<file path="src/rtl/fetch_unit.sv">
// Instruction-fetch stage: holds the PC, fetches over a ready-handshake imem port, feeds the decoder.
// Latency: 1 FETCH cycle (plus imem wait cycles) + 1 EXEC cycle per instruction; CPI 2 at zero wait.
// Backpressure: imem_ready low holds the request; stall high holds the current instruction in EXEC.
module fetch_unit #(
    parameter logic [31:0] RESET_PC  = 32'h0000_0000,
    parameter logic [31:0] NOP_INSTR = 32'h0000_0013
) (
    input  logic        clk,
    input  logic        rst_n,
    input  logic        PCsrc,
    input  logic        jalr_sel,
    input  logic [31:0] ImmExt,
    input  logic [31:0] ALUResult,
    input  logic        stall,
    output logic        imem_req,
    output logic [31:0] imem_addr,
    input  logic        imem_ready,
    input  logic [31:0] imem_rdata,
    output logic [31:0] instr,
    output logic        instr_valid,
    output logic [6:0]  op,
    output logic [2:0]  funct3,
    output logic        func7_5,
    output logic [31:0] PC,
    output logic [31:0] PCPlus4,
    output logic [31:0] instret,
    output logic        misalign_err
);

    // IDLE is a single settling cycle after reset; ERR is terminal until reset.
    typedef enum logic [1:0] {
        S_IDLE  = 2'd0,
        S_FETCH = 2'd1,
        S_EXEC  = 2'd2,
        S_ERR   = 2'd3
    } state_t;

    state_t      state_q;
    logic [31:0] pc_q;
    logic [31:0] instr_q;
    logic [31:0] instret_q;
    logic        req_q;
    logic        valid_q;
    logic        err_q;

    logic [31:0] pc_plus4;
    logic [31:0] branch_tgt;
    logic [31:0] jalr_tgt;
    logic [31:0] next_pc_d;
    logic        next_misaligned;
    logic        retire;

    // Candidate next PC; only consumed on the retiring EXEC edge, so the
    // control inputs are effectively ignored in every other cycle.
    always_comb begin
        pc_plus4        = pc_q + 32'd4;
        branch_tgt      = pc_q + ImmExt;
        // Masking (rather than slicing) keeps every ALUResult bit in the cone.
        jalr_tgt        = ALUResult & ~32'h0000_0001;
        next_pc_d       = pc_plus4;
        if (PCsrc) begin
            next_pc_d = jalr_sel ? jalr_tgt : branch_tgt;
        end
        next_misaligned = (next_pc_d[1:0] != 2'b00);
        retire          = (state_q == S_EXEC) && !stall;
    end

    // Sequencer: state, PC, instruction latch, retire counter and registered outputs.
    always_ff @(posedge clk or negedge rst_n) begin
        if (!rst_n) begin
            state_q   <= S_IDLE;
            pc_q      <= RESET_PC;
            instr_q   <= NOP_INSTR;
            instret_q <= 32'd0;
            req_q     <= 1'b0;
            valid_q   <= 1'b0;
            err_q     <= 1'b0;
        end else begin
            case (state_q)
                S_IDLE: begin
                    state_q <= S_FETCH;
                    req_q   <= 1'b1;
                end
                S_FETCH: begin
                    // instr_q keeps its old value while waiting; valid_q is low so
                    // downstream never qualifies it.
                    if (imem_ready) begin
                        instr_q <= imem_rdata;
                        state_q <= S_EXEC;
                        req_q   <= 1'b0;
                        valid_q <= 1'b1;
                    end
                end
                S_EXEC: begin
                    if (retire) begin
                        instret_q <= instret_q + 32'd1;
                        valid_q   <= 1'b0;
                        if (next_misaligned) begin
                            // PC stays at the faulting instruction for post-mortem.
                            err_q   <= 1'b1;
                            instr_q <= NOP_INSTR;
                            state_q <= S_ERR;
                        end else begin
                            pc_q    <= next_pc_d;
                            req_q   <= 1'b1;
                            state_q <= S_FETCH;
                        end
                    end
                end
                default: begin
                    // ERR: everything frozen, no further requests.
                    state_q <= S_ERR;
                    req_q   <= 1'b0;
                    valid_q <= 1'b0;
                    instr_q <= NOP_INSTR;
                end
            endcase
        end
    end

    // Output mapping: decode fields are plain slices of the held instruction.
    always_comb begin
        imem_req     = req_q;
        imem_addr    = pc_q;
        instr        = instr_q;
        instr_valid  = valid_q;
        op           = instr_q[6:0];
        funct3       = instr_q[14:12];
        func7_5      = instr_q[30];
        PC           = pc_q;
        PCPlus4      = pc_plus4;
        instret      = instret_q;
        misalign_err = err_q;
    end

endmodule

</file>
<file path="config.mk">
export PLATFORM = sky130hd
export DESIGN_NAME = fetch_unit
export DESIGN_NICKNAME = d
export VERILOG_FILES = /design/src/rtl/fetch_unit.sv
export SDC_FILE = /design/constraint.sdc
export NUM_CORES = 1
export LEC_CHECK = 0
export CAP_MARGIN = 20
export CELL_PAD_IN_SITES_DETAIL_PLACEMENT = 1
export CELL_PAD_IN_SITES_GLOBAL_PLACEMENT = 1
export CORE_ASPECT_RATIO = 1.4
export CORE_MARGIN = 5
export CORE_UTILIZATION = 29
export DETAILED_ROUTE_END_ITERATION = 8
export PLACE_DENSITY = 0.82
export SLEW_MARGIN = 25
export SYNTH_ARGS = -nofsm -noshare
export SYNTH_HDL_FRONTEND = slang
export SYNTH_SLANG_ARGS = --single-unit
</file>
<file path="constraint.sdc">
create_clock -name clk -period 2.5 [get_ports clk]
set_input_delay 0.5 -clock clk [delete_from_list [all_inputs] [get_ports clk]]
set_output_delay 0.5 -clock clk [all_outputs]
set_load 0.01 [all_outputs]
</file>
==> metrics.md <==
| Metric | Value |
|---|---|
| Outcome | complete, but fails checks |
| Failing checks | setup timing |
| Reg clk slew, reported paths | 0.08 ns |
| Vias/cell | 5.46 |
| Most common cell after layout, fill and taps aside | clkdlybuf4s50_1 |
| DRC viols | 0 |
| Crit-path cells | ha_4 -> nand4_1 -> nor3_4 -> or4b_4 -> nor3_4 -> xnor2_1 -> buf_2 |
| Area occupied by multi-input gates | 5360 um2 |
| Post-synthesis sequential area ratio | 34.8% |
| Gpl congestion | 0.899 |
| CP startpoint | PC[2]$_DFFE_PN0P_ |
| Sink Count | 101 |
| Die area | 28400 um2 |
| Total GRT Usage | 23.0% |
| Peak VDD IR | 0.602 mV |
| Family with the most delay on the worst path | simple AND/OR/NAND/NOR gates |
| Tightest Pin Transition | 0.599 ns |
| CTS max path bufs | 2 |
| Global-route wire length before repair | 51500 um |
| Critical path buffers and inverters | 1 |
| Final hold vios | 0 |
| Sequential cell area | 2540 um2 |
| CP Class | reg2out |
| # nets final | 1480 |
| Detailed Route Iter0 Violations | 546 |
| Final count of pins violating max slew | 0 |
| CTS tree | yes |
| CTS buffer count | 9 |
| Fillers | 2763 |
| Setup Skew | 0.0173 ns |
| Total gr overflow | 0 |
| Ys async rst share | 100% |
| Die Span Y | 197 um |
| Detailed-route via count | 9093 |
| EDFF count, synth | 0 |
| Slew Limit Headroom | 60.1% |
| Skew-Pair Late Insertion Delay | 0.36 ns |
| Syn. warnings | 0 |
| Antenna violations before repair | 3 |
| Max Cap Violations | 0 |
| Placed Area | 11500 um2 |
| Area Growth Syn to Fin | 86.1% |
| Starting Density | 29.5% |
| Final period util | 121% |
| Pwr/cell area | 959 nW/um2 |
| Cell row count | 68 |
| Commonest cells after routing, fill and taps aside | clkdlybuf4s50_1, buf_4, nand2_1 |
| Synth Flop Type | dfrtp_1 |
| Post-CTS Hold Buffers | 0 |
| Worst Path Max Fanout | 5 |
| Largest net degree at the start of global routing | 41 |
| Root Driver | clkbuf_16 |
| RSZ-0062 raised after global routing | true |
| Most frequent CP cell | nor3_4 |
| Setup violators final | 52 |
| P_leak | 6.06 nW |
| Core area | 24700 um2 |
| Share of cells above drive strength 1 | 36.5% |
| Tmin final | 3.02 ns |
| Max Freq | 332 MHz |
| Crit path max-delay cell type | or4b_4 |
| Crit. End Element | primary output |
| Distinct cells, synth | 67 |
| Yosys reg bits | 101 |
| H-Tree Level Count | 3 |
| Worst EP required | 2.00 ns |
| Synthesized area | 7270 um2 |
| Initial DRT Pass Iterations | 5 |
| Slowest cell delay on critical path | 0.62 ns |
| Final hold slack | 0.145 ns |
| Final WS setup | -0.516 ns |
| WL per Instance | 23.8 um |
| IO Pins | 276 |
| Die width | 144 um |
| HPWL after DPL | 25500 um |
| Crit start category | flop |
| Avg Inst Size Synth | 8.23 um2 |
| Data arrival, critical path | 2.52 ns |
| Cells after Synth | 884 |
| WL final | 39700 um |
| Worst R2R Start | PC[2]$_DFFE_PN0P_ |
| Vias in the first global route | 9477 |
| Hold Path Class | in2async |
| Port bufs | 274 |
| Post-route ant nets | 0 |
| Post-Syn Nets | 1020 |
| Design area | 13500 um2 |
==> state kept, by name, summed over array words and instances, names as in the netlist <==
signal / count
PC: 32
instr: 32
instret: 32
state_q: 2
imem_req: 1
instr_valid: 1
misalign_err: 1
==> cells in the mapped netlist, drive strengths merged, types with 3 or more instances <==
cell type | n | area share (%)
a211oi | 9 | 1.0
a21boi | 3 | 0.31
a21o | 8 | 0.83
a21oi | 44 | 3.1
a221oi | 3 | 0.36
a22oi | 3 | 0.31
a31oi | 11 | 0.95
and2 | 8 | 0.69
and3 | 18 | 1.5
buf | 56 | 5.5
clkbuf | 29 | 1.5
dfrtp | 98 | 34
dfstp | 3 | 1.1
ha | 33 | 5.7
inv | 16 | 0.83
mux2i | 6 | 0.83
nand2 | 149 | 7.7
nand2b | 3 | 0.26
nand3 | 49 | 3.4
nand4 | 12 | 1.0
nor2 | 58 | 3.0
nor2b | 6 | 0.52
nor3 | 14 | 1.5
nor3b | 4 | 0.57
nor4 | 3 | 0.34
o211ai | 14 | 1.4
o21a | 4 | 0.41
o21ai | 92 | 6.3
o21bai | 3 | 0.31
o22ai | 8 | 0.69
o311ai | 3 | 0.36
o31ai | 4 | 0.41
xnor2 | 51 | 6.1
xor2 | 30 | 3.6
==> cell type report <==
type | count | area share [%]
multi-input combinational | 683 | 39.6
timing repair buffer | 533 | 36.1
antenna | 2 | 0.0370
sequential | 101 | 18.8
inverter | 16 | 0.444
clock inverter | 7 | 0.518
clock buffer | 9 | 1.66
tap | 315 | 2.91
==> final timing paths <==
check                                   endpoint  slack (ns)  depth (start not counted)
max reg2reg                   PC[24]$_DFFE_PN0P_       -0.42                         11
min                        instr[31]$_DFFE_PN0P_        0.14                          1
max in group asynchronous     PC[14]$_DFFE_PN0P_        1.64                          2
min in group clk            instr[0]$_DFFE_PN1P_        0.49                          2
max                                  PCPlus4[30]       -0.52                          7
min reg2reg                 instr[0]$_DFFE_PN1P_        0.49                          2
==> layer usage <==
layer  wire (um)  track usage, %  part of all wire, %
met1       13800            25.7                   35
met5          13               0                0.033
met4        2500            11.0                  6.3
met2       21200            42.6                   53
met3        2190            2.74                  5.5
==> power breakdown <==
| group | leakage, nW | internal, mW | switching [mW] |
|---|---|---|---|
| Clock | 0.141 | 0.702 | 0.736 |
| Sequential | 1.32 | 1.99 | 0.374 |
| Combinational | 4.60 | 4.58 | 4.59 |
| Total | 6.06 | 7.27 | 5.70 |
==> timing repair <==
| action | CTS | global route |
|---|---|---|
| endpoints found under the setup margin | 89 | 76 |
| pin swaps | 36 | 85 |
| cloned | 2 | 8 |
| gates resized for setup | 183 | 227 |
| setup buffers | 19 | 41 |
==> through the flow <==
stage / setup WS, ns / cells / TNS, ns / util (%) / power (mW)
2_1_floorplan: -0.0751 / 884 / -0.166 / - / 5.78
3_3_place_gp: -0.700 / 1581 / -43.01 / 46.4 / 9.40
3_5_place_dp: -0.818 / 1581 / -46.36 / 46.4 / 9.65
4_1_cts: -0.504 / 1617 / -4.04 / 49.8 / 11.6
5_1_grt: -0.598 / 1666 / -13.43 / 54.9 / 13.6
6_report: -0.516 / 1666 / -7.67 / 54.9 / 13.0
==> kinds of logic after synthesis <==
group                      count (synthesis)  share of synthesized area [%]
AOI/OAI and AO/OA                        225                           18.9
muxes                                      8                           1.14
buffers and inverters                    101                           7.84
xor gates and xnor gates                  81                           9.75
and+or+nand+nor                          334                           21.7
adders and majority gates                 34                           5.95
DFF                                      101                           34.8
No activity file was read; power rests on OpenSTA's default activity.
